### config.mk
export PLATFORM = sky130hd
export DESIGN_NAME = bolme_param
export DESIGN_NICKNAME = d
export VERILOG_FILES = /design/src/rtl/bolme_param.sv
export SDC_FILE = /design/constraint.sdc
export NUM_CORES = 1
export LEC_CHECK = 0
export ABC_AREA = 1
export CORE_MARGIN = 5
export CORE_UTILIZATION = 32
export DETAILED_ROUTE_END_ITERATION = 8
export GPL_TIMING_DRIVEN = 1
export SYNTH_ARGS = -nofsm -noshare
export SYNTH_HDL_FRONTEND = slang
export SYNTH_SLANG_ARGS = --single-unit
### constraint.sdc
create_clock -name clk -period 2.12 [get_ports clk]
set_input_delay 0.424 -clock clk [delete_from_list [all_inputs] [get_ports clk]]
set_output_delay 0.424 -clock clk [all_outputs]
set_load 0.05 [all_outputs]
### src/rtl/bolme_param.sv
// Multi-cycle restoring divider, signed/unsigned per operation; done WIDTH+2 clocks after start (2 on divide-by-zero).
// Backpressure: start is only sampled while busy=0; starts during an operation are dropped, not queued.
module bolme_param #(
   parameter int WIDTH     = 8,
   parameter bit SIGNED_EN = 1'b1
) (
   input  logic             clk,
   input  logic             rst,
   input  logic             start,
   input  logic             isaretli,
   input  logic [WIDTH-1:0] bolunen,
   input  logic [WIDTH-1:0] bolen,
   output logic [WIDTH-1:0] bolum,
   output logic [WIDTH-1:0] kalan,
   output logic             busy,
   output logic             done,
   output logic             divisor_zero,
   output logic             overflow
);

   localparam int CW = $clog2(WIDTH + 1);
   localparam logic [WIDTH-1:0] MIN_VAL = {1'b1, {(WIDTH-1){1'b0}}};

   typedef enum logic [1:0] {IDLE, CALC, FIX} state_t;

   state_t           state;
   state_t           state_nxt;

   logic             accept;
   logic             calc_en;
   logic             fix_en;

   logic [CW-1:0]    cnt;
   logic [WIDTH-1:0] rem;
   logic [WIDTH-1:0] quo;
   logic [WIDTH-1:0] dmag;
   logic [WIDTH-1:0] dividend_raw;
   logic             neg_q;
   logic             neg_r;
   logic             zero_op;
   logic             ovf_op;

   logic             signed_op;
   logic             a_neg;
   logic             b_neg;
   logic [WIDTH-1:0] a_mag;
   logic [WIDTH-1:0] b_mag;
   logic             is_ovf;
   logic [WIDTH:0]   part;
   logic             ge;
   logic [WIDTH-1:0] diff;
   logic [WIDTH-1:0] q_fin;
   logic [WIDTH-1:0] r_fin;

   // Operand preparation on the raw inputs; only used in the accept cycle.
   assign signed_op = SIGNED_EN && isaretli;
   assign a_neg     = signed_op && bolunen[WIDTH-1];
   assign b_neg     = signed_op && bolen[WIDTH-1];
   assign a_mag     = a_neg ? (-bolunen) : bolunen;
   assign b_mag     = b_neg ? (-bolen) : bolen;
   assign is_ovf    = signed_op && (bolunen == MIN_VAL) && (bolen == {WIDTH{1'b1}});

   // Trial remainder: previous remainder shifted left with the next dividend bit.
   assign part = {rem, quo[WIDTH-1]};
   assign ge   = part >= {1'b0, dmag};
   // When ge holds the true difference is below dmag, so the low WIDTH bits are exact.
   assign diff = part[WIDTH-1:0] - dmag;

   assign q_fin = neg_q ? (-quo) : quo;
   assign r_fin = neg_r ? (-rem) : rem;

   always_ff @(posedge clk) begin
      if (rst) begin
         state <= IDLE;
      end else begin
         state <= state_nxt;
      end
   end

   always_comb begin
      state_nxt = state;
      case (state)
         IDLE: begin
            if (start) begin
               state_nxt = (bolen == '0) ? FIX : CALC;
            end
         end
         CALC: begin
            if (cnt == CW'(1)) begin
               state_nxt = FIX;
            end
         end
         FIX:     state_nxt = IDLE;
         default: state_nxt = IDLE;
      endcase
   end

   always_comb begin
      busy    = (state != IDLE);
      accept  = (state == IDLE) && start;
      calc_en = (state == CALC);
      fix_en  = (state == FIX);
   end

   always_ff @(posedge clk) begin
      if (rst) begin
         bolum        <= '0;
         kalan        <= '0;
         done         <= 1'b0;
         divisor_zero <= 1'b0;
         overflow     <= 1'b0;
         cnt          <= '0;
         rem          <= '0;
         quo          <= '0;
         dmag         <= '0;
         dividend_raw <= '0;
         neg_q        <= 1'b0;
         neg_r        <= 1'b0;
         zero_op      <= 1'b0;
         ovf_op       <= 1'b0;
      end else begin
         done <= fix_en;

         if (accept) begin
            divisor_zero <= 1'b0;
            overflow     <= 1'b0;
            cnt          <= CW'(WIDTH);
            rem          <= '0;
            quo          <= a_mag;
            dmag         <= b_mag;
            dividend_raw <= bolunen;
            neg_q        <= a_neg ^ b_neg;
            neg_r        <= a_neg;
            zero_op      <= (bolen == '0);
            ovf_op       <= is_ovf;
         end

         // quo doubles as the dividend shift register and the quotient collector.
         if (calc_en) begin
            cnt <= cnt - CW'(1);
            if (ge) begin
               rem <= diff;
               quo <= {quo[WIDTH-2:0], 1'b1};
            end else begin
               rem <= part[WIDTH-1:0];
               quo <= {quo[WIDTH-2:0], 1'b0};
            end
         end

         if (fix_en) begin
            if (zero_op) begin
               bolum        <= '1;
               kalan        <= dividend_raw;
               divisor_zero <= 1'b1;
            end else if (ovf_op) begin
               bolum    <= MIN_VAL;
               kalan    <= '0;
               overflow <= 1'b1;
            end else begin
               bolum <= q_fin;
               kalan <= r_fin;
            end
         end
      end
   end

endmodule

Word level (Yosys, flattened, before mapping)

Index checks and enable logic that the tools add are counted.

Register bits: 61
Bits of input ports: 20
Output and inout port bits: 20
Word-level logic and storage cells: 67

$add $sub $neg: 6
$lt $le $gt $ge: 1
Equal/unequal tests: 7
Muxes and demuxes: 27
Bitwise operators: 1
Reductions and logical operators: 10

Operator list:

| operator              | number |
|---|---|
| $mux W8               | 13 |
| $neg A8 Y8            | 4 |
| $eq A8 B8 Y1 const B  | 2 |
| $ge A9 B8 Y1          | 1 |
| $logic_not A8 Y1      | 1 |
| $mux W1               | 8 |
| $mux W4               | 2 |
| $sub A8 B8 Y8         | 1 |
| $mux W2               | 3 |
| $logic_and A1 B1 Y1   | 5 |
| $eq A4 B1 Y1 const B  | 1 |
| $pmux W2 S2           | 1 |
| $reduce_bool A2 Y1    | 2 |
| $sub A4 B1 Y4 const B | 1 |
| $eq A2 B1 Y1 const B  | 1 |
| $eq A2 B2 Y1 const B  | 1 |
| $logic_not A2 Y1      | 1 |
| $ne A2 B1 Y1 const B  | 1 |
| $ne A2 B2 Y1 const B  | 1 |
| $reduce_and A2 Y1     | 1 |
| $xor A1 B1 Y1         | 1 |

Depth between registers and ports, before layout

Gate-level depths: netlist of the first run.

Depth in word-level cells: 6
Gate-level depth with buffers: 12
Mapped depth without buffers: 12

Worst setup path before layout of the first run

Ideal clock, no wire load.

Path kind: reg-to-reg
Start point: register quo[7]
End point: register rem[4]
Library setup time: 0.132 ns
Arrival time: 1.466 ns
Required time: 1.988 ns
Path slack: 0.521 ns
Stages on the path, launching flop included: 10
Path buffers: 0
Clock period less this slack: 1.599 ns
Path through: dfxtp_1 -> inv_1 -> ha_1 -> inv_1 -> fa_1 -> a21oi_1 -> xor2_1 -> nand2_1 -> nand3_1 -> a21oi_1

Cells in the longest elaborated chain, start to end: 3
Elaborated cells on any way between the ends: 4
Classes of those cells: 1 x add/sub; 1 x order compare; 2 x mux

Ends and longest elaborated chain:

| item                                          | RTL line | RTL |
|---|---|---|
| from (decl)                                   | 35       | `logic [WIDTH-1:0] quo;` |
| from (signal assigned)                        | 129      | `quo <= a_mag;` |
| from (signal assigned)                        | 143      | `quo <= {quo[WIDTH-2:0], 1'b1};` |
| from (signal assigned)                        | 146      | `quo <= {quo[WIDTH-2:0], 1'b0};` |
| $sub A8 B8 Y8 or $ge A9 B8 Y1 (tied branches) | 67, 65   |  |
| $mux W8 *                                     | 141      | `if (ge) begin` |
| $mux W8 *                                     | 139      | `if (calc_en) begin` |
| to (signal assigned)                          | 142      | `rem <= diff;` |
| to (signal assigned)                          | 145      | `rem <= part[WIDTH-1:0];` |
| to (decl)                                     | 34       | `logic [WIDTH-1:0] rem;` |

Mark *: on every way between the ends. The rest lies on a longest branch, timed or not.
A chain may end at the register's enable or synchronous reset.

Final worst setup path of the first run

Start point: register kalan[5]
End point: output kalan[5]

RTL lines:

| item                   | RTL line | RTL |
|---|---|---|
| from (decl)            | 14       | `output logic [WIDTH-1:0] kalan,` |
| from (signal assigned) | 153      | `kalan <= dividend_raw;` |
| from (signal assigned) | 161      | `kalan <= r_fin;` |

No word-level cell between the ends.

==> qor.csv, run 1 <==
metric;value;unit
DRC errors left;0;
most common flop cell mapped by yosys;dfxtp_1;
first-pass GRT wire length;15800;µm
root buf cell;clkbuf_8;
HPWL after DPL;7020;µm
most frequent cell after synthesis;nand2_1;
crit path kind;reg -> out;
pwr dens;1040;mW/mm²
Clock Skew;0.00898;ns
Ys Warns;0;
Clock Pin Slew Worst Setup and Hold Paths;0.08;ns
CTS Sinks;61;
maxcap violations;0;
net count after synthesis;535;
H-tree depth;3;
top post-synthesis cells by count;nand2_1 (111), inv_1 (64), dfxtp_1 (61);
Hold WC Path Type;reg -> reg;
Leakage;1.76;nW
core area;0.0108;mm²
PortBufs;39;
crit path buf inv count;1;
setup TNS;0;ns
Max-slew headroom;0.611;
WL/cell;13.8;µm
synthesis-to-finish area growth;21.1;%
crit share post-route;0.916;
CP max FO;2;
initial antenna violation count;0;
Synth cell types;41;
asr flop ratio synth;0;
Net Sw Frac;0.406;
CP endpoint kind;primary output;
drt pass-1 iters;4;
Final Hold Fails;0;
Final Setup Violations;0;
Fmax achieved;0.515;GHz
setup bufs post-CTS;0;
status;complete, no violations;
startpoint types;flop;
CTS Hold Buffers Added;0;
synthesized instance count;499;
Yosys reg bits;61;
RSZ-0062 raised after global routing;no;
vias post-DR;3412;
Fin Hold WS;0.466;ns
Die W;115;µm
Post-Place Cell Area;0.00403;mm²
Antenna Nets Post-Route;0;
CP cell instances;clkdlybuf4s50_1;
Tmin final;1.94;ns
Starting Density;0.325;
Worst Tran Pin Value;0.583;ns
routability cong.;0.881;
CTS tree;yes;
grt total ovfl;0;
CP top delay family;buffers and inverters;
Post-Route WL;9390;µm
share of cells above drive strength 1;0.0664;
Pint;2.62;mW
die area;0.0132;mm²
post-cts sizing count;0;
Flop pwr share;0.319;
Nets;573;
switching power;1.79;mW
Post-synth EDFFs;0;
Die Ht;115;µm
gr usage total;0.147;
post-synth top area share;0.348;
Slew Limit Fails;0;
Worst R2R Path Depth;10;
vias in the first global route;3247;
Comb pwr share;0.410;
clk_lat worst skew;0.34;ns
Clock power frac;0.271;
Max clock buf depth;2;
largest net degree at the start of global routing;44;
CP max stage delay;0.81;ns
Hold Path Depth;2;
I/O pins;40;
leading area contributor after synthesis;dfxtp_1;
Final Cell Area;0.00425;mm²
sequential area share after synthesis;0.348;
top cells by area, synth;dfxtp_1 (35%), nand2_1 (12%), nand3_1 (7.0%);
VDD IR-drop max;0.000374;V
Std-Cell Rows;38;
Total Power;4.41;mW
worst path required time;1.70;ns
Avg Inst Size Synth;7.04;µm²
CP arrival;1.52;ns
Iter 0 DRT Violations;212;
worst-path cell with the longest stage delay;clkdlybuf4s50_1;
synthesized area;0.00351;mm²
# diodes;0;
number of vias per cell;5.00;
cts bufs inserted;9;
Worst path depth;1;
[flip-flops by register name, summed over array words and instances (netlist names)]
signal	flops
bolum	8
cnt	4
dividend_raw	8
divisor_zero	1
dmag	8
done	1
kalan	8
neg_q	1
neg_r	1
overflow	1
ovf_op	1
quo	8
rem	8
state	2
zero_op	1
[routing by layer]
layer	global-route usage	routed length, µm
met1	0.214	4570
met2	0.227	4150
met3	0.0200	546
met4	0.0454	123
met5	0	0
[cells by family (layout without fill, tap and decap cells)]
| logic type | count (synthesis) | after routing | synth area share |
|---|---|---|---|
| AOI/OAI and AO/OA | 104 | 104 | 0.170 |
| DFF | 61 | 61 | 0.348 |
| and+or+nand+nor | 223 | 223 | 0.295 |
| xor gates and xnor gates | 11 | 11 | 0.0274 |
| adders and majority gates | 16 | 16 | 0.0592 |
| buffers and inverters | 84 | 127 | 0.0998 |
[tightest hold or removal path, stage by stage (launching register included)]
cell,delay [ns]
dfxtp_1,0.31
nand2_1,0.06
a21oi_1,0.05
[power groups by stage]
| stage | Clock [mW] | Sequential [mW] | Combinational [mW] |
|---|---|---|---|
| 2_1_floorplan | 0 | 1.41 | 1.38 |
| 3_3_place_gp | 0 | 1.42 | 1.77 |
| 3_5_place_dp | 0 | 1.43 | 1.79 |
| 4_1_cts | 1.21 | 1.40 | 1.81 |
| 5_1_grt | 1.27 | 1.42 | 2.05 |
| 6_report | 1.20 | 1.41 | 1.81 |
[worst paths after layout]
check / to / start / slack, ns
worst min register to register: divisor_zero / divisor_zero / 0.47
worst min-delay path: divisor_zero / divisor_zero / 0.47
worst max register to register: rem[2] / rem[2] / 0.24
worst max-delay path: kalan[5] / kalan[5] / 0.18
[stage by stage]
stage          std cells  worst slack, ns  utilization
2_1_floorplan        499            0.521            -
3_3_place_gp         666            0.258        0.373
3_5_place_dp         666            0.197        0.373
4_1_cts              682            0.158        0.394
5_1_grt              682           0.0495        0.394
6_report             682            0.178        0.394
[area by class of cell]
type	count	area, µm²
Multi-Input combinational cell	354	1940
Clock buffer	11	141
Sequential cell	61	1220
Tap cell	140	175
Clock inverter	5	83.8
Inverter	67	254
Timing Repair Buffer	44	438
Fill cell	1138	6540
[cells in the final DEF, fill, tap and decap left out, types with 2 or more instances in the layout]
master,n
nand3_1,49
inv_1,64
bufinv_16,2
nor3_1,10
clkinvlp_4,2
xor2_1,9
a22oi_1,6
buf_4,5
or2_2,2
nor4_1,3
nand2_1,111
o211ai_1,3
inv_2,2
xnor2_1,2
o21ai_0,24
nor2_4,4
dfxtp_1,61
clkbuf_8,10
a21oi_1,45
nor2_1,28
clkdlybuf4s50_1,38
nand3b_1,6
ha_1,15
nand4_1,4
a31oi_1,12
o21bai_1,2
a211oi_1,5
(Power assumes the default switching activity.)
==> inputs of run 2 (changes only) <==
--- a/config.mk
+++ b/config.mk
@@ -6,7 +6,6 @@
 export NUM_CORES = 1
 export LEC_CHECK = 0
 export ABC_AREA = 1
-export CORE_MARGIN = 5
 export CORE_UTILIZATION = 32
 export DETAILED_ROUTE_END_ITERATION = 8
 export GPL_TIMING_DRIVEN = 1
==> run 2 against run 1 <==
Against the previous run: clock power shrank 12%; clock skew grew 0.0019 ns; core utilization grew 1.1 points; via count shrank 1.8%; routed wire length shrank 5.5%; combinational power is essentially flat; hold slack gained 0.0034 ns; fmax grew 1.6%; sequential power is essentially flat; clock-buffer cell count is the same; register-to-register slack gained 0.02 ns.
==> qor.csv, run 2 (synthesized netlist as in run 1, its figures left out) <==
metric;value;unit
status;complete, no violations;
gr usage total;0.165;
Hold WC Path Type;reg -> reg;
post-cts sizing count;0;
setup bufs post-CTS;0;
routability cong.;0.857;
synthesis-to-finish area growth;20.7;%
Clock Pin Slew Worst Setup and Hold Paths;0.07;ns
Die Ht;107;µm
Nets;575;
Post-Route WL;8870;µm
Starting Density;0.336;
number of vias per cell;4.94;
I/O pins;40;
CTS Sinks;61;
Final Setup Violations;0;
Hold EP;divisor_zero;
Die W;107;µm
root buf cell;clkbuf_8;
CTS tree;yes;
maxcap violations;0;
RSZ-0062 raised after global routing;no;
setup TNS;0;ns
Clock Skew;0.0109;ns
Worst Tran Pin Value;0.573;ns
initial antenna violation count;0;
CP arrival;1.49;ns
vias in the first global route;3123;
worst path required time;1.70;ns
Tmin final;1.91;ns
crit path kind;reg -> out;
reg2reg end;rem[4];
Hold Path Depth;2;
DRC errors left;0;
Std-Cell Rows;37;
commonest non-fill, non-tap cell in the layout;nand2_1;
Antenna Nets Post-Route;0;
largest net degree at the start of global routing;44;
crit path buf inv count;1;
CP max stage delay;0.80;ns
share of cells above drive strength 1;0.0700;
Final Hold Fails;0;
HPWL after DPL;6740;µm
WL/cell;13.1;µm
Max clock buf depth;2;
worst reg2reg setup slack;0.26;ns
# diodes;0;
Worst R2R Path Depth;9;
die area;0.0114;mm²
placed cell count;664;
H-tree depth;3;
Slew Limit Fails;0;
first-pass GRT wire length;14900;µm
vias post-DR;3352;
Max-slew headroom;0.617;
VDD IR-drop max;0.000335;V
Iter 0 DRT Violations;209;
crit share post-route;0.902;
hold path start;divisor_zero;
Fin Hold WS;0.470;ns
Leakage;1.77;nW
worst-path cell with the longest stage delay;clkdlybuf4s50_1;
PortBufs;39;
CP endpoint kind;primary output;
drt pass-1 iters;5;
CP top delay family;buffers and inverters;
CP cell instances;clkdlybuf4s50_1;
core area;0.0105;mm²
CP max FO;2;
non-filler cells, final;679;
CTS Hold Buffers Added;0;
clk_lat worst skew;0.35;ns
startpoint types;flop;
grt total ovfl;0;
pwr dens;1010;mW/mm²
cts bufs inserted;9;
FF-to-FF Start;quo[7];
Fmax achieved;0.523;GHz
most frequent cells in the layout;nand2_1 (111), inv_1 (64), dfxtp_1 (61);
[run 2: worst max path at each step]
stage                     from        to  slack, ns  cells past startpoint
floorplan               quo[7]    rem[4]       0.52                      9
global placement    bolunen[0]    quo[6]       0.22                      9
detailed placement    bolen[5]   zero_op       0.18                      5
CTS                   bolum[4]  bolum[4]       0.19                      1
global route            quo[7]    rem[4]       0.15                      9
finish                bolum[4]  bolum[4]       0.21                      1
[run 2: final cells by class]
| cell class | instances | area, µm² |
|---|---|---|
| multi-input cells | 354 | 1940 |
| clock inverters | 4 | 47.5 |
| clock buffers | 11 | 151 |
| well taps | 136 | 170 |
| repair buffers | 46 | 453 |
| fillers | 1114 | 6230 |
| flip-flops and latches | 61 | 1220 |
| inverters | 67 | 254 |
[run 2: power by group]
part / total [mW] / leakage, nW / internal (mW) / switching [mW]
Sequential: 1.39 / 0.498 / 1.27 / 0.123
Clock: 1.06 / 0.101 / 0.596 / 0.462
Combinational: 1.81 / 1.17 / 0.666 / 1.14
[run 2: stage by stage]
stage	setup WS (ns)	cell area (µm²)	total power, mW	util
final	0.208	4240	4.26	0.405
after detailed placement	0.182	4040	3.21	0.386
after CTS	0.186	4240	4.27	0.405
after global routing	0.146	4240	4.59	0.405
after global placement	0.222	4040	3.19	0.386
after floorplan	0.521	3510	2.78	-
[run 2: layer usage]
metal,vias up,GRT usage,part of all wire
met5,-,0,0
met4,0,0.0450,0.0073
met3,4,0.0359,0.057
met2,99,0.252,0.43
met1,1505,0.232,0.51
li1,1744,-,-
==> inputs of run 3 (changes only) <==
--- a/config.mk
+++ b/config.mk
@@ -5,7 +5,7 @@
 export SDC_FILE = /design/constraint.sdc
 export NUM_CORES = 1
 export LEC_CHECK = 0
-export ABC_AREA = 1
+export ABC_AREA = 0
 export CORE_UTILIZATION = 32
 export DETAILED_ROUTE_END_ITERATION = 8
 export GPL_TIMING_DRIVEN = 1
==> run 3 against run 2 <==
Against the previous run: clock skew fell by 0.0037 ns; final cell count fell by 9.9%; sequential cell count did not move; clock power rose by 4%; setup slack got worse by 0.037 ns; via count fell by 7.0%; sequential share of layout area rose by 0.28 points.
==> qor.csv, run 3 <==
metric;value;unit
pwr dens;769;mW/mm²
Antenna Nets Post-Route;0;
core area;0.00995;mm²
# diodes;0;
CTS tree;yes;
routability cong.;0.847;
Nets;510;
status;complete, no violations;
drt pass-1 iters;5;
synthesized instance count;424;
CTS Hold Buffers Added;0;
CTS Sinks;61;
FF-to-FF Start;quo[7];
reg2reg end;rem[6];
Worst Tran Pin Value;0.524;ns
asr flop ratio synth;0;
leading area contributor after synthesis;dfxtp_1;
top post-synthesis cells by count;dfxtp_1 (61), nor2_1 (59), nand2_1 (44);
CP max stage delay;0.42;ns
Clock Pin Slew Worst Setup and Hold Paths;0.07;ns
Hold Path Depth;2;
post-synth top area share;0.365;
worst-path cell with the longest stage delay;fa_1;
most used cell, CP;inv_1;
share of cells above drive strength 1;0.0919;
die area;0.0109;mm²
Die Ht;104;µm
CP arrival;2.18;ns
crit share post-route;0.919;
Clock Skew;0.00720;ns
synthesized area;0.00335;mm²
pre-CTS setup slack;-0.0134;ns
Synth cell types;45;
DRC errors left;0;
Max clock buf depth;2;
crit path kind;reg -> reg;
grt total ovfl;0;
WL/cell;13.6;µm
largest net degree at the start of global routing;22;
setup bufs post-CTS;0;
vias post-DR;3119;
Tmin final;1.95;ns
Avg Inst Size Synth;7.89;µm²
worst reg2reg setup slack;0.17;ns
Total Power;3.23;mW
first-pass GRT wire length;14300;µm
CP max FO;3;
H-tree depth;3;
I/O pins;40;
VDD IR-drop max;0.000281;V
sequential area share after synthesis;0.365;
Max-slew headroom;0.650;
most frequent cell after synthesis;dfxtp_1;
net count after synthesis;460;
Leakage;1.62;nW
RSZ-0062 raised after global routing;no;
# fillers;1020;
Yosys reg bits;61;
most frequent cells in the layout;dfxtp_1 (61), nor2_1 (59), nand2_1 (44);
CP endpoint kind;flop;
PortBufs;39;
Ys Warns;0;
gr usage total;0.161;
initial antenna violation count;0;
root buf cell;clkbuf_8;
Post-synth EDFFs;0;
Final Setup Violations;0;
Fmax achieved;0.513;GHz
maxcap violations;0;
Starting Density;0.336;
most common flop cell mapped by yosys;dfxtp_1;
clk_lat worst skew;0.34;ns
commonest non-fill, non-tap cell in the layout;dfxtp_1;
Hold WC Path Type;reg -> reg;
worst setup path end;rem[6];
Iter 0 DRT Violations;170;
synthesis-to-finish area growth;25.4;%
Slew Limit Fails;0;
Std-Cell Rows;36;
number of vias per cell;5.10;
worst path required time;2.35;ns
startpoint types;flop;
Fin Hold WS;0.461;ns
Worst R2R Path Depth;9;
CP cell instances;inv_1, ha_1, inv_1, fa_1, a211oi_2, o21bai_1, a21oi_1, xor2_1, o21ai_1;
Final Hold Fails;0;
cts bufs inserted;9;
vias in the first global route;2914;
HPWL after DPL;6250;µm
worst setup margin;0.171;ns
launch point of the critical path;quo[7];
top cells by area, synth;dfxtp_1 (36%), nor2_1 (6.6%), ha_1 (5.6%);
Post-Route WL;8300;µm
Die W;104;µm
run 3: changes by cell type in the layout (fill, tap and decap cells not counted), moves of 15 or more:
cell / previous run / this run
nor2_1: 28 / 59
nand3_1: 49 / 9
inv_1: 64 / 23
nand2_1: 111 / 44
o21ai_0: 24 / 9
buf_4: 7 / 22
run 3: repair_timing:
item | 4_1_cts | 5_1_grt
cloned | 0 | 0
setup endpoints to repair | 1 | 1
resized for setup | 1 | 1
run 3: logic make-up after synthesis:
group,after synthesis,share of synthesized area
XOR/XNOR,26,0.0681
AO/OA/AOI/OAI,108,0.215
buffers and inverters,45,0.0505
AND/OR/NAND/NOR,162,0.221
flip-flops,61,0.365
adder cells (fa/ha/maj),16,0.0621
multiplexers,6,0.0180
run 3: metrics by stage:
| step | cell area [µm²] | util | instances | setup TNS [ns] |
|---|---|---|---|---|
| global placement | 3980 | 0.400 | 596 | 0 |
| finish | 4200 | 0.421 | 612 | 0 |
| floorplan | 3350 | - | 424 | 0 |
| detailed placement | 3980 | 0.400 | 596 | -0.0134 |
| CTS | 4190 | 0.421 | 612 | 0 |
| global route | 4200 | 0.421 | 612 | 0 |
run 3: report_power, final:
part | internal (mW) | switching, mW
logic | 0.362 | 0.454
clock network | 0.638 | 0.465
registers | 1.22 | 0.0879
total | 2.22 | 1.01
run 3: cell type report:
class                   count  area, µm²  area share
clock buffers              13        169      0.0403
clock inverters             3       42.5      0.0101
inverters                  23       86.3      0.0206
multi-input cells         318       1960       0.467
flip-flops and latches     61       1220       0.291
well taps                 133        166      0.0397
repair buffers             61        549       0.131
run 3: critical path, delay by kind of cell (launching register included):
family | cells | cell delay (ns)
flops | 1 | 0.31
xor+xnor | 1 | 0.16
fa+ha+maj | 2 | 0.61
compound gates | 4 | 0.59
buf+inv | 2 | 0.16
run 3: per-layer routing:
layer  up-vias  track usage  share of wire
li1       1589            -              -
met1      1450        0.227           0.50
met2        70        0.250           0.45
met3        10       0.0207          0.041
met4         0       0.0612          0.015
met5         -            0              0
run 3: how the worst min path moves through the flow:
stage | startpoint | end | slack (ns)
after global placement | dmag[7] | dmag[7] | 0.45
after detailed placement | dmag[7] | dmag[7] | 0.45
final | dividend_raw[0] | dividend_raw[0] | 0.46
after global routing | dividend_raw[1] | dividend_raw[1] | 0.49
after floorplan | dmag[7] | dmag[7] | 0.43
after CTS | dmag[7] | dmag[7] | 0.46
